$ cat src/rtl/adj_map_arbiter.sv
// adj_map_arbiter: shares one adjacency-map query/reply port between two requesters.
// Build option ADJ_MAP_ARB_ROUND_ROBIN_EN selects round-robin tie-breaking; otherwise port 0 wins ties.
module adj_map_arbiter #(
    parameter int MAX_NODES  = 1024,
    parameter int NODE_WIDTH = $clog2(MAX_NODES)
) (
    input  logic                  clk,
    input  logic                  rst,
    input  logic                  rq0_query_valid,
    output logic                  rq0_query_ready,
    input  logic [NODE_WIDTH-1:0] rq0_query_data,
    output logic                  rq0_reply_valid,
    input  logic                  rq0_reply_ready,
    output logic [NODE_WIDTH-1:0] rq0_reply_data,
    output logic                  rq0_reply_last,
    output logic                  rq0_reply_no_edges_found,
    input  logic                  rq1_query_valid,
    output logic                  rq1_query_ready,
    input  logic [NODE_WIDTH-1:0] rq1_query_data,
    output logic                  rq1_reply_valid,
    input  logic                  rq1_reply_ready,
    output logic [NODE_WIDTH-1:0] rq1_reply_data,
    output logic                  rq1_reply_last,
    output logic                  rq1_reply_no_edges_found,
    output logic                  map_query_valid,
    input  logic                  map_query_ready,
    output logic [NODE_WIDTH-1:0] map_query_data,
    input  logic                  map_reply_valid,
    output logic                  map_reply_ready,
    input  logic [NODE_WIDTH-1:0] map_reply_data,
    input  logic                  map_reply_last,
    input  logic                  map_reply_no_edges_found,
    output logic                  grant_id,
    output logic                  busy
);
    typedef enum logic [1:0] {IDLE, QUERY, REPLY} state_t;
    state_t r_state;
    logic   r_grant;
    logic   r_busy;
    logic   w_query;
    logic   w_reply;
    logic   w_win;
    logic   w_done;
    assign w_query = r_state == QUERY;
    assign w_reply = r_state == REPLY;
    assign w_done  = map_reply_valid && map_reply_ready && (map_reply_last || map_reply_no_edges_found);
`ifdef ADJ_MAP_ARB_ROUND_ROBIN_EN
    logic   r_ptr;
    assign w_win = (rq0_query_valid && rq1_query_valid) ? r_ptr : rq1_query_valid;
`else
    assign w_win = !rq0_query_valid;
`endif
    assign map_query_valid = w_query && (r_grant ? rq1_query_valid : rq0_query_valid);
    assign map_query_data  = w_query ? (r_grant ? rq1_query_data : rq0_query_data) : '0;
    assign rq0_query_ready = w_query && !r_grant && map_query_ready;
    assign rq1_query_ready = w_query && r_grant && map_query_ready;
    assign map_reply_ready = w_reply && (r_grant ? rq1_reply_ready : rq0_reply_ready);
    assign rq0_reply_valid = w_reply && !r_grant && map_reply_valid;
    assign rq1_reply_valid = w_reply && r_grant && map_reply_valid;
    assign rq0_reply_data           = map_reply_data;
    assign rq1_reply_data           = map_reply_data;
    assign rq0_reply_last           = map_reply_last;
    assign rq1_reply_last           = map_reply_last;
    assign rq0_reply_no_edges_found = map_reply_no_edges_found;
    assign rq1_reply_no_edges_found = map_reply_no_edges_found;
    assign grant_id = r_grant;
    assign busy     = r_busy;
    // Transaction FSM: arbitrate in IDLE, hold grant through query handshake and reply until the terminating beat
    always_ff @(posedge clk) begin
        if (rst) begin
            r_state <= IDLE;
            r_grant <= 1'b0;
            r_busy  <= 1'b0;
`ifdef ADJ_MAP_ARB_ROUND_ROBIN_EN
            r_ptr   <= 1'b0;
`endif
        end else begin
            case (r_state)
                IDLE: if (rq0_query_valid || rq1_query_valid) begin
                    r_state <= QUERY;
                    r_grant <= w_win;
                    r_busy  <= 1'b1;
                end
                QUERY: if (map_query_valid && map_query_ready) r_state <= REPLY;
                REPLY: if (w_done) begin
                    r_state <= IDLE;
                    r_busy  <= 1'b0;
`ifdef ADJ_MAP_ARB_ROUND_ROBIN_EN
                    r_ptr   <= ~r_grant;
`endif
                end
                default: r_state <= IDLE;
            endcase
        end
    end
endmodule
$ cat config.mk
export PLATFORM = sky130hd
export DESIGN_NAME = adj_map_arbiter
export DESIGN_NICKNAME = d
export VERILOG_FILES = /design/src/rtl/adj_map_arbiter.sv
export SDC_FILE = /design/constraint.sdc
export NUM_CORES = 1
export LEC_CHECK = 0
export ABC_AREA = 1
export CORE_MARGIN = 2
export CORE_UTILIZATION = 26
export CTS_BUF_LIST = sky130_fd_sc_hd__clkbuf_8
export CTS_CLUSTER_SIZE = 40
export DETAILED_ROUTE_END_ITERATION = 16
export PLACE_DENSITY_LB_ADDON = 0.08
export SLEW_MARGIN = 20
export SYNTH_ARGS = -nofsm -noshare
export SYNTH_HDL_FRONTEND = slang
export SYNTH_SLANG_ARGS = --single-unit
$ cat constraint.sdc
create_clock -name clk -period 1.4 [get_ports clk]
set_clock_uncertainty 0.1 [all_clocks]
set_input_delay 0.28 -clock clk [delete_from_list [all_inputs] [get_ports clk]]
set_output_delay 0.28 -clock clk [all_outputs]
set_load 0.005 [all_outputs]
==> impl_summary.md, run 1 <==
Timing
The final hold slack is 0.365 ns. At the pin with the least slew margin, the transition time is 0.330 ns. The final critical path time including I/O delays and setup is 1.68 ns. Dividing the final minimum period by the clock period gives 120%. The final worst-path setup slack is -0.283 ns.

Setup repair after global routing could not meet its margin everywhere. The number of failing hold endpoints at the final stage is 0. The total count of max-transition violations in the final report came to 0. Measured against its own limit, the worst slew margin works out to 77.8%. The fmax is 0.594 GHz. The final number of setup-violating endpoints is 16.

GRT
The number of global-route vias before repair is 798. The met3 global-route usage is 3.89%. Across every metal layer, demand over resource in global routing totals 15.3%. The number of antenna violations at the first check in global routing is 0. The largest net degree at the start of global routing is 9. The layer flagged by global routing as most heavily used is met2. The first global-routing pass estimated 3.28 mm of wire. The fraction of met1 tracks used by global routing is 14.5%. The met2 demand-to-capacity share in global routing is 30.7%. After global routing the overflow that remains totals 0.

Critical path
Data on the critical path arrives at its endpoint at 1.30 ns. The worst setup path is captured at an output port. In this design, the stage delay of the slowest critical-path cell is 0.33 ns.

The cell with the largest stage delay on the worst path is sky130_fd_sc_hd__dfxtp_2. Walking the worst path, the cells encountered are inv_2 > nor2_4 > buf_6 > buf_12 > buf_6 > nand3_2 > nand2_1 > buf_2. Data on the critical path is required at its endpoint by 1.02 ns. The largest fanout of any net on the critical path is 5. The critical path launch point type is a register. The critical setup path kind is reg -> out. The cell type with the highest occurrence count on the critical path is sky130_fd_sc_hd__buf_6.

Run
Across the run, the number of max-cap violations was 0.

Status
The flow ran to the end, but the final reports show violations. The checks that failed: negative setup slack.

Logic synthesis
Counting every instance in the synthesized netlist gives 104. The cell area after synthesis is 641 µm². The average cell area after synthesis is 6.16 µm². The post-synthesis sequential element count is 4. The cell type with the highest aggregate area in the netlist is sky130_fd_sc_hd__buf_4. The area share of the largest cell type after synthesis is 28.1%. Counting every net in the synthesized netlist gives 144. Yosys mapped a number of flops with a built-in enable equal to 0. The sequential area share after synthesis is 12.5%. The share of synthesized flip-flops with an asynchronous set or reset is 0%. Sorting the synthesized cells by area gives the leading types as sky130_fd_sc_hd__buf_4 (28%), sky130_fd_sc_hd__nand3_1 (16%), sky130_fd_sc_hd__dfxtp_1 (13%). For this run, the number of Yosys warnings is 0. The top flip-flop cell by instance count after synthesis is sky130_fd_sc_hd__dfxtp_1. Counting distinct cell types in the post-synthesis netlist gives 19.

Route
In this run, the number of DRC markers left after iteration 0 of detailed routing was 7. After detailed routing, the number of remaining DRC violations is 0. The first detailed-routing pass ran for 4 iterations. In the routed layout, each cell is associated on average with a via count of 4.43. In this run the remaining antenna-violating nets after routing total 0.

In the final routed layout, each cell accounts on average for 11.4 µm. The total vias in the final route is 819. The routed design has 2.12 mm of wire.

Layout
The most common library cell in the layout ignoring fill and taps is sky130_fd_sc_hd__clkdlybuf4s50_1. Cells fill 59.4% of the core in the end. The count of fill cells added during filler insertion is 209. The fraction of final layout cells with drive strength greater than 1 is 52.2%. In the layout the commonest cells are sky130_fd_sc_hd__clkdlybuf4s50_1 (26), sky130_fd_sc_hd__nand3_2 (17), sky130_fd_sc_hd__nand2_1 (17), sky130_fd_sc_hd__buf_2 (16), sky130_fd_sc_hd__buf_4 (16). The post-synthesis to final-layout area growth is 111%. The number of nets in the final layout is 199. The antenna cell count is 0.

CTS
The number of buffers added to fix hold violations after cts is 0. The clock reaches the later pin of the worst-skew pair after 0.22 ns. TritonCTS built the clock tree.

The root buffer cell chosen for the clock tree is sky130_fd_sc_hd__clkbuf_8. The clock slew seen by the registers of the worst setup and hold paths is 0.03 ns. The maximum root-to-sink buffer count is 2.

Counting the buffers created by CTS gives 3. The number of clock sinks is 4. CTS built an H-tree with a depth of 1.

Placed design
The final HPWL from detailed placement is 1.46 mm. The final weighted congestion of routability-driven global placement is 0.854. The number of port buffers is 51.

Floorplan
The floorplan has 17 rows. Measured along the y axis, the die boundary spans 53.6 µm. The effective utilization at floorplan is 28.1%. The die boundary width is 53.6 µm.

The die covers 2880 µm². The core region is 2280 µm². For this design the top-level I/O count stands at 82.

Min path
The min-delay analysis places its worst path in the category reg -> reg.

Power and ir drop
VDD sags by at most 754 µV. The analysis attributes to cell leakage a power of 0.664 nW. Overall power consumption after layout is estimated at 0.914 mW. Dividing total power by cell area gives a power density of 676 nW/µm².
-- repair_timing --
item | 4_1_cts | 5_1_grt
cloned | 3 | 0
pin swaps | 10 | 20
resized for setup | 89 | 28
setup endpoints to repair | 22 | 21
buffers inserted | 10 | 2
-- cell type report --
type | count | area [µm²] | area share, %
clock buffer | 3 | 41.3 | 3.06
inverter | 12 | 45.0 | 3.33
multi-input combinational | 59 | 408 | 30.2
sequential | 4 | 86.3 | 6.39
tap | 28 | 35.0 | 2.59
timing repair buffer | 79 | 736 | 54.4
-- final timing paths --
kind,from,to,slack (ns),cells past startpoint
setup / recovery,r_state[0]$_SDFFE_PP0P_,map_query_data[1],-0.28,8
hold reg to reg,busy$_SDFFE_PP0P_,busy$_SDFFE_PP0P_,0.36,2
setup reg to reg,r_state[0]$_SDFFE_PP0P_,r_state[0]$_SDFFE_PP0P_,0.13,8
hold / removal,busy$_SDFFE_PP0P_,busy$_SDFFE_PP0P_,0.36,2
-- cell usage after synthesis, types with 2 or more instances --
| master | n |
|---|---|
| sky130_fd_sc_hd__nor2_2 | 2 |
| sky130_fd_sc_hd__nand3_1 | 21 |
| sky130_fd_sc_hd__a21oi_1 | 2 |
| sky130_fd_sc_hd__a21oi_2 | 2 |
| sky130_fd_sc_hd__dfxtp_1 | 4 |
| sky130_fd_sc_hd__inv_1 | 10 |
| sky130_fd_sc_hd__inv_2 | 2 |
| sky130_fd_sc_hd__buf_4 | 24 |
| sky130_fd_sc_hd__nor3_1 | 2 |
| sky130_fd_sc_hd__nand2_1 | 19 |
| sky130_fd_sc_hd__buf_2 | 2 |
| sky130_fd_sc_hd__o21ai_0 | 2 |
| sky130_fd_sc_hd__buf_6 | 3 |
| sky130_fd_sc_hd__nor2_1 | 4 |
-- worst max-delay path, delay by kind of cell, from the launching register on --
kind | cells | cell delay (ns)
buf+inv | 5 | 0.49
flops | 1 | 0.33
simple gates | 3 | 0.25
-- metrics by stage --
stage          setup WS [ns]  instance area (µm²)  setup TNS [ns]  instances
2_1_floorplan          0.173                  641               0        104
5_1_grt               -0.341                 1350           -3.74        185
6_report              -0.283                 1350           -2.71        185
3_5_place_dp          -0.501                 1110           -7.79        170
3_3_place_gp          -0.482                 1110           -7.66        170
4_1_cts               -0.340                 1290           -3.44        186
-- per-layer routing --
metal | routed length (µm) | part of all wire [%]
met1 | 764 | 36
met2 | 1120 | 53
met3 | 208 | 9.8
met4 | 24 | 1.1
met5 | 0 | 0
-- logic make-up after synthesis --
logic type | synth area share [%]
AOI/OAI and AO/OA | 10.4
buffers and inverters | 42.0
DFF | 12.5
and+or+nand+nor | 35.2
-- power breakdown --
group	switching, mW	leakage, nW	internal [mW]
sequential	0.0106	0.0344	0.128
clock	0.0557	0.0216	0.183
combinational	0.214	0.608	0.323
-- registers in the layout, summed over array words and instances (netlist names) --
signal    count
r_state       2
busy          1
grant_id      1
No activity file was read; power rests on OpenSTA's default activity.
==> inputs of run 2 (changes only) <==
--- a/config.mk
+++ b/config.mk
@@ -12,6 +12,7 @@
 export CTS_CLUSTER_SIZE = 40
 export DETAILED_ROUTE_END_ITERATION = 16
 export PLACE_DENSITY_LB_ADDON = 0.08
+export SKIP_LAST_GASP = 1
 export SLEW_MARGIN = 20
 export SYNTH_ARGS = -nofsm -noshare
 export SYNTH_HDL_FRONTEND = slang
==> run 2 against run 1 <==
  * The run still ends with negative setup slack left
  * Maximum frequency hardly changed
  * Final cell count stayed put
  * Non-clock buffer count stayed put
  * Utilization down 0.22 points
  * Global-route usage did not move
  * Sequential share of layout area is essentially flat
==> impl_summary.md, run 2 (synthesis gave the netlist of run 1 again) <==
Status
The run finished, with violations left. The final reports fail on negative setup slack.

Power and ir drop
The combinational fraction of design power is 58.7%. The maximum vdd ir drop is 753 µV. Net switching is 30.7% of the power.

In this run the static leakage power is 0.664 nW. The internal power of the cells totals 0.633 mW. The part of the total power dissipated in the clock network is 26.1%. The part of the total power dissipated in sequential elements is 15.2%.

Summing internal, switching and leakage power gives 0.913 mW. The switching power is 0.280 mW. The total power per unit cell area is 678 nW/µm².

Timing
The number of failing hold endpoints at the final stage was 0. After layout, the worst path uses 120% of the clock period. The smallest clock period supported by the final layout is computed as 1.68 ns. The transition at the pin with the smallest max-transition slack is 0.330 ns. After layout, the worst setup slack is -0.281 ns.

The worst slew margin relative to its limit is 77.8%. The final hold slack is 0.365 ns. The total count of max-transition violations in the final report is 0. The setup TNS after final layout is -2.71 ns.

Setup repair after global routing could not meet its margin everywhere. Timing would allow up to 0.595 GHz. The final number of setup-violating endpoints is 16.

Route
The total vias in the final route is 818. After detailed routing, the met3 layer carries 215 µm of wire. The violation count after the first detailed-route iteration is 7. The routed length on met1 is 762 µm. The count of nets left with antenna violations once routing finished came out at 0.

The iteration count of the initial detailed-routing pass is 4. The uppermost metal layer occupied by signal nets is met4. The met2 routed wirelength is 1.14 mm.

After detailed routing, the average wire length per cell comes to 11.6 µm. For this run, design rule violations remaining after detail routing come to 0. The via density per instance is 4.42.

The routed wire length is 2.14 mm.

Critical path
The worst register-to-register path begins at r_state[0]$_SDFFE_PP0P_. The critical path arrival is 1.30 ns. For this run, the slowest stage of the critical path takes 0.33 ns. The critical path launch point type is a register.

Of all nets on the critical path, the largest fanout is 5. The endpoint identified for the worst register-to-register timing path is r_state[0]$_SDFFE_PP0P_. The cell with the largest stage delay on the worst path is sky130_fd_sc_hd__dfxtp_2. Among the stages of the critical path, the cell type that occurs most often is sky130_fd_sc_hd__buf_6.

The critical setup path kind is reg -> out. The number of cell instances on the worst register-to-register path is 8. The minimum setup slack among reg-to-reg paths is 0.13 ns.

The worst setup path is captured at an output port. The critical path goes through inv_2 > nor2_4 > buf_6 > buf_12 > buf_6 > nand3_2 > nand2_1 > buf_2. STA puts the critical path data required time at 1.02 ns.

Min path
The cell depth of the worst min-delay path is 2. The tightest min-delay check is of the reg -> reg type. The path with the worst hold slack has its endpoint at busy$_SDFFE_PP0P_.

The start point of the worst hold path is busy$_SDFFE_PP0P_.

Layout
Cells with a size suffix above 1 make up 51.6% of the layout. The number of antenna diodes in the final layout is 0. At the end of the flow, the number of nets in the layout was 199. The final core utilization is 59.2%. More flip-flops sit in one register than any other, and that register is r_state.

The area of combinational cells with multiple inputs is 403 µm². The register area is 86.3 µm². The top cell types in the final layout, fill and taps aside, are sky130_fd_sc_hd__clkdlybuf4s50_1 (26), sky130_fd_sc_hd__nand2_1 (17), sky130_fd_sc_hd__nand3_2 (16), sky130_fd_sc_hd__buf_2 (16), sky130_fd_sc_hd__buf_4 (16). The register with the most flip-flops in the layout has 2 of them.

The most common library cell in the layout ignoring fill and taps is sky130_fd_sc_hd__clkdlybuf4s50_1. The area growth from synthesis to layout is 110%. The count of fill cells added during filler insertion is 212.

Run
Max-cap violations in this run came to 0.

CTS
The clock slew seen by the registers of the worst setup and hold paths is 0.03 ns. The clock net in this run drives a total of 4 sinks. For this design, the CTS-stage hold fixing added 0 buffers. TritonCTS built the clock tree.

In this run the clock root is driven by a sky130_fd_sc_hd__clkbuf_8. The maximum root-to-sink buffer count is 2. The later-pin clock latency in the skew report is 0.22 ns. The H-tree depth is 1. Counting the buffers created by CTS gives 3.

Placed design
The final HPWL from detailed placement is 1.46 mm. The count of buffers added on input and output ports is 51. At the end of routability-driven placement, the weighted congestion stood at 0.854.

GRT
The number of global-route vias before repair is 799. For this run the aggregate overflow at the end of global routing stands at 0. The wire length of the first global-routing pass is 3.28 mm.

Entering global routing, the biggest net connects 9 pins. In the global route stage, overall resource usage came out at 15.3%. The number of antenna violations at the first check in global routing is 0.

Floorplan
The effective utilization at floorplan is 28.1%. The floorplan die height is 53.6 µm. The core region is 2280 µm².

82 I/O pins were placed. Measured along the x axis, the die boundary spans 53.6 µm. The floorplan die area is 2880 µm².

The floorplan has 17 rows.
run 2: cell types whose count changed in the layout (fill, tap and decap cells not counted):
cell,before,now
sky130_fd_sc_hd__nand3_1,4,5
sky130_fd_sc_hd__nand3_2,17,16
run 2: timing repair:
item | CTS | global route
cloned | 3 | 0
setup endpoints to repair | 22 | 21
resized for setup | 87 | 29
pin swaps | 10 | 20
setup buffers | 10 | 2
run 2: layout make-up:
| cell class | count | area share (%) |
|---|---|---|
| timing repair buffer | 79 | 54.6 |
| sequential | 4 | 6.41 |
| tap | 28 | 2.60 |
| inverter | 12 | 3.35 |
| multi-input combinational | 59 | 29.9 |
| clock buffer | 3 | 3.07 |
run 2: power by group through the flow:
stage	clock (mW)	combinational (mW)	sequential, mW
after floorplan	0	0.208	0.138
after global placement	0	0.412	0.138
after detailed placement	0	0.413	0.138
after CTS	0.244	0.524	0.138
after global routing	0.254	0.581	0.140
final	0.239	0.536	0.139
run 2: how the worst max path moves through the flow:
| stage | to | start | slack (ns) |
|---|---|---|---|
| detailed placement | rq0_reply_valid | map_reply_valid | -0.50 |
| floorplan | map_query_data[0] | r_state[0]$_SDFFE_PP0P_ | 0.17 |
| finish | map_query_data[1] | r_state[0]$_SDFFE_PP0P_ | -0.28 |
| CTS | map_query_data[6] | r_state[0]$_SDFFE_PP0P_ | -0.34 |
| global route | map_query_data[1] | r_state[0]$_SDFFE_PP0P_ | -0.34 |
| global placement | rq0_reply_valid | map_reply_valid | -0.48 |
run 2: layer usage:
| layer | global-route usage, % | vias to the layer above |
|---|---|---|
| li1 | - | 420 |
| met3 | 3.89 | 5 |
| met1 | 14.5 | 365 |
| met5 | 0 | - |
| met2 | 30.7 | 28 |
| met4 | 6.41 | 0 |
run 2: stage by stage:
stage	instances	setup slack (ns)	area, µm²
after CTS	186	-0.340	1290
after global placement	170	-0.482	1110
final	185	-0.281	1350
after floorplan	104	0.173	641
after detailed placement	170	-0.501	1110
after global routing	185	-0.341	1350
run 2: worst max-delay path, delay by kind of cell (launching register included):
kind	cells	cell delay, ns
and+or+nand+nor	3	0.25
DFF	1	0.33
buffers and inverters	5	0.49
==> inputs of run 3 (changes only) <==
==> constraint.sdc (replaced) <==
create_clock -name clk -period 1.4 [get_ports clk]
set_clock_uncertainty 0.1 [all_clocks]
set_input_delay 0.28 -clock clk [delete_from_list [all_inputs] [get_ports clk]]
set_output_delay 0.28 -clock clk [all_outputs]
set_load 0.1 [all_outputs]
==> run 3 against run 2 <==
  * The flow still finishes with violations (negative setup slack)
  * Setup slack improved by 0.016 ns
  * Die area stayed put
  * First-iteration DRC count decreased by 86%
  * Register-to-register slack is essentially flat
  * Via count shrank 1.1%
  * Combinational power up 100%
  * Flip-flop and latch count did not move
==> impl_summary.md, run 3 (synthesis gave the netlist of run 1 again) <==
Status
The run finished, with violations left. The final reports fail on negative setup slack.

Placed design
The final weighted congestion of routability-driven global placement is 0.774. The number of port buffers is 51. The final HPWL from detailed placement is 1.65 mm.

The number of instances in the placed design is 168. Timing analysis after detailed placement gives a worst setup slack of -0.253 ns.

Layout
The most common library cell in the layout ignoring fill and taps is sky130_fd_sc_hd__buf_12. For this run, the post-layout net count is 191. Relative to the synthesized area, the layout overhead comes to 168%. In the final layout, the share of cells above drive strength 1 is 69.3%. The number of cells in the finished layout apart from fillers is 178. The count of fill cells added during filler insertion is 155. In the layout the commonest cells are sky130_fd_sc_hd__buf_12 (23), sky130_fd_sc_hd__clkdlybuf4s50_1 (22), sky130_fd_sc_hd__nand3_2 (20), sky130_fd_sc_hd__nand2_4 (12), sky130_fd_sc_hd__buf_4 (12).

The register with the most flip-flops is r_state. The number of flip-flops in the largest register is 2. 0 antenna diodes ended up in the layout.

Route
The via density per instance is 4.54. The violation count after the first detailed-route iteration is 1. Wires add up to 2.26 mm. Dividing the detail-routed wire length by the instance count gives 12.7 µm. The number of nets with antenna violations after detailed routing is 0. The detailed router placed 809 vias in this run. The remaining design rule violation count is 0. The iteration count of the initial detailed-routing pass is 3.

Min path
The path with the worst hold slack has its endpoint at grant_id$_SDFFE_PP0P_. The cell depth of the worst min-delay path is 3. The worst hold path belongs to the class in -> reg. In this run the most critical hold path is launched from rq0_query_valid.

Critical path
The minimum setup slack among reg-to-reg paths is 0.12 ns. Data on the critical path is required at its endpoint by 1.02 ns. The nature of the critical path endpoint is an output port.

Broken down by cell family, the worst path's largest delay share belongs to buffers and inverters. The critical path arrival is 1.28 ns. Traced cell by cell, the critical path runs through nor2_4 > buf_6 > buf_12 > nand3_2 > nand2_4 > buf_12. On the worst path, the slowest cell contributes a delay of 0.33 ns. The startpoint identified for the worst register-to-register timing path is r_state[0]$_SDFFE_PP0P_.

The critical setup path kind is reg -> out. The number of cell instances on the worst register-to-register path is 7. STA classifies the critical path startpoint as a register. Among the stages of the critical path, the cell type that occurs most often is sky130_fd_sc_hd__buf_12.

On the critical path, the stage with the largest delay is an instance of sky130_fd_sc_hd__dfxtp_2. In this run the worst path has a maximum fanout of 11. The endpoint of the worst register-to-register path is r_state[0]$_SDFFE_PP0P_. The number of buffers and inverters on the critical path is 3.

Timing
The final critical path time including I/O delays and setup is 1.66 ns. Setup repair after global routing could not meet its margin everywhere. The number of failing hold endpoints at the final stage is 0. Setup violations remaining at the end of the flow were counted as 16. The total count of max-transition violations in the final report is 0. After layout, the worst path uses 119% of the clock period. For the pin with the worst max-slew slack, the measured transition is 0.224 ns. The fmax is 0.601 GHz.

The worst slew margin relative to its limit is 84.9%. After layout, the worst setup slack is -0.265 ns.

CTS
Clock latency on the worst-skew pair, taken at its later pin, is 0.21 ns. In this run the number of H-tree levels came out at 1. The number of clock buffers added by TritonCTS is 3.

The clock passes through at most 2 buffers. The number of clock sinks is 4. The number of buffers added to fix hold violations after cts is 0.

The CTS tree is built. The root buffer cell is sky130_fd_sc_hd__clkbuf_8. Clock-pin slew was measured on the worst setup and hold paths at 0.03 ns.

Floorplan
The floorplan step set the die width to 53.6 µm. The effective utilization at floorplan is 28.1%. The number of primary I/O pins is 82. The floorplan core area is 2280 µm².

The number of cell rows is 17. The die covers 2880 µm². From bottom edge to top edge, the die measures 53.6 µm.

GRT
Entering global routing, the biggest net connects 12 pins. The overflow left after global routing is 0. The number of antenna violations at the first check in global routing was 0. The wire length of the first global-routing pass is 3.59 mm.

The number of global-route vias before repair is 805. The global-route total usage across every layer is 16.6%.

Power and ir drop
The total power per unit cell area is 847 nW/µm². The static leakage is 0.736 nW. VDD sags by at most 752 µV.

Run
Max-cap violations in this run came to 0.
## run 3: per-stage QoR
step / TNS (ns) / area, µm² / hold slack (ns) / total power, mW / util [%]
2_1_floorplan: -4.31 / 790 / 0.242 / 1.00 / -
3_3_place_gp: -2.87 / 1440 / 0.399 / 1.09 / 63.4
3_5_place_dp: -3.06 / 1440 / 0.406 / 1.10 / 63.4
4_1_cts: -3.80 / 1600 / 0.416 / 1.42 / 70.5
5_1_grt: -4.29 / 1720 / 0.321 / 1.52 / 75.4
6_report: -3.49 / 1720 / 0.297 / 1.45 / 75.4
## run 3: routing by layer
metal | wire [µm] | track usage [%] | up-vias
met5 | 0 | 0 | -
met4 | 4 | 5.13 | 0
met3 | 193 | 3.61 | 2
met2 | 1250 | 31.1 | 36
met1 | 818 | 18.3 | 366
li1 | - | - | 405
## run 3: timing repair
| action | CTS | global route |
|---|---|---|
| pin swaps | 4 | 4 |
| gates resized for setup | 23 | 29 |
| gates cloned | 1 | 0 |
| setup buffers | 5 | 0 |
| setup endpoints to repair | 20 | 21 |
## run 3: cell type report
class,count,area [µm²],share of cell area [%]
multi-input combinational,59,562,32.7
clock buffer,3,41.3,2.41
timing repair buffer,71,938,54.7
clock inverter,1,3.75,0.219
inverter,12,50.0,2.92
tap,28,35.0,2.04
sequential,4,86.3,5.03
## run 3: power breakdown
part / total (mW) / internal (mW) / leakage [nW] / switching, mW
Clock: 0.244 / 0.187 / 0.0269 / 0.0575
Combinational: 1.07 / 0.430 / 0.674 / 0.637
Sequential: 0.142 / 0.128 / 0.0344 / 0.0140
Total: 1.45 / 0.745 / 0.736 / 0.708
## run 3: worst register-to-register path: cells and delay by family (launching register included)
family	cells	cell delay, ns
compound gates	2	0.24
simple gates	1	0.14
flops	1	0.31
buf+inv	4	0.41
## run 3: how the worst max path moves through the flow
stage / start / end / slack, ns / depth (start not counted)
3_5_place_dp: map_reply_valid / rq0_reply_valid / -0.25 / 4
2_1_floorplan: grant_id$_SDFFE_PP0P_ / rq0_reply_valid / -0.50 / 3
5_1_grt: r_state[0]$_SDFFE_PP0P_ / map_query_data[8] / -0.32 / 7
6_report: r_state[1]$_SDFFE_PP0P_ / map_query_data[8] / -0.26 / 6
4_1_cts: r_state[0]$_SDFFE_PP0P_ / map_query_data[3] / -0.27 / 7
3_3_place_gp: map_reply_valid / rq0_reply_valid / -0.25 / 4
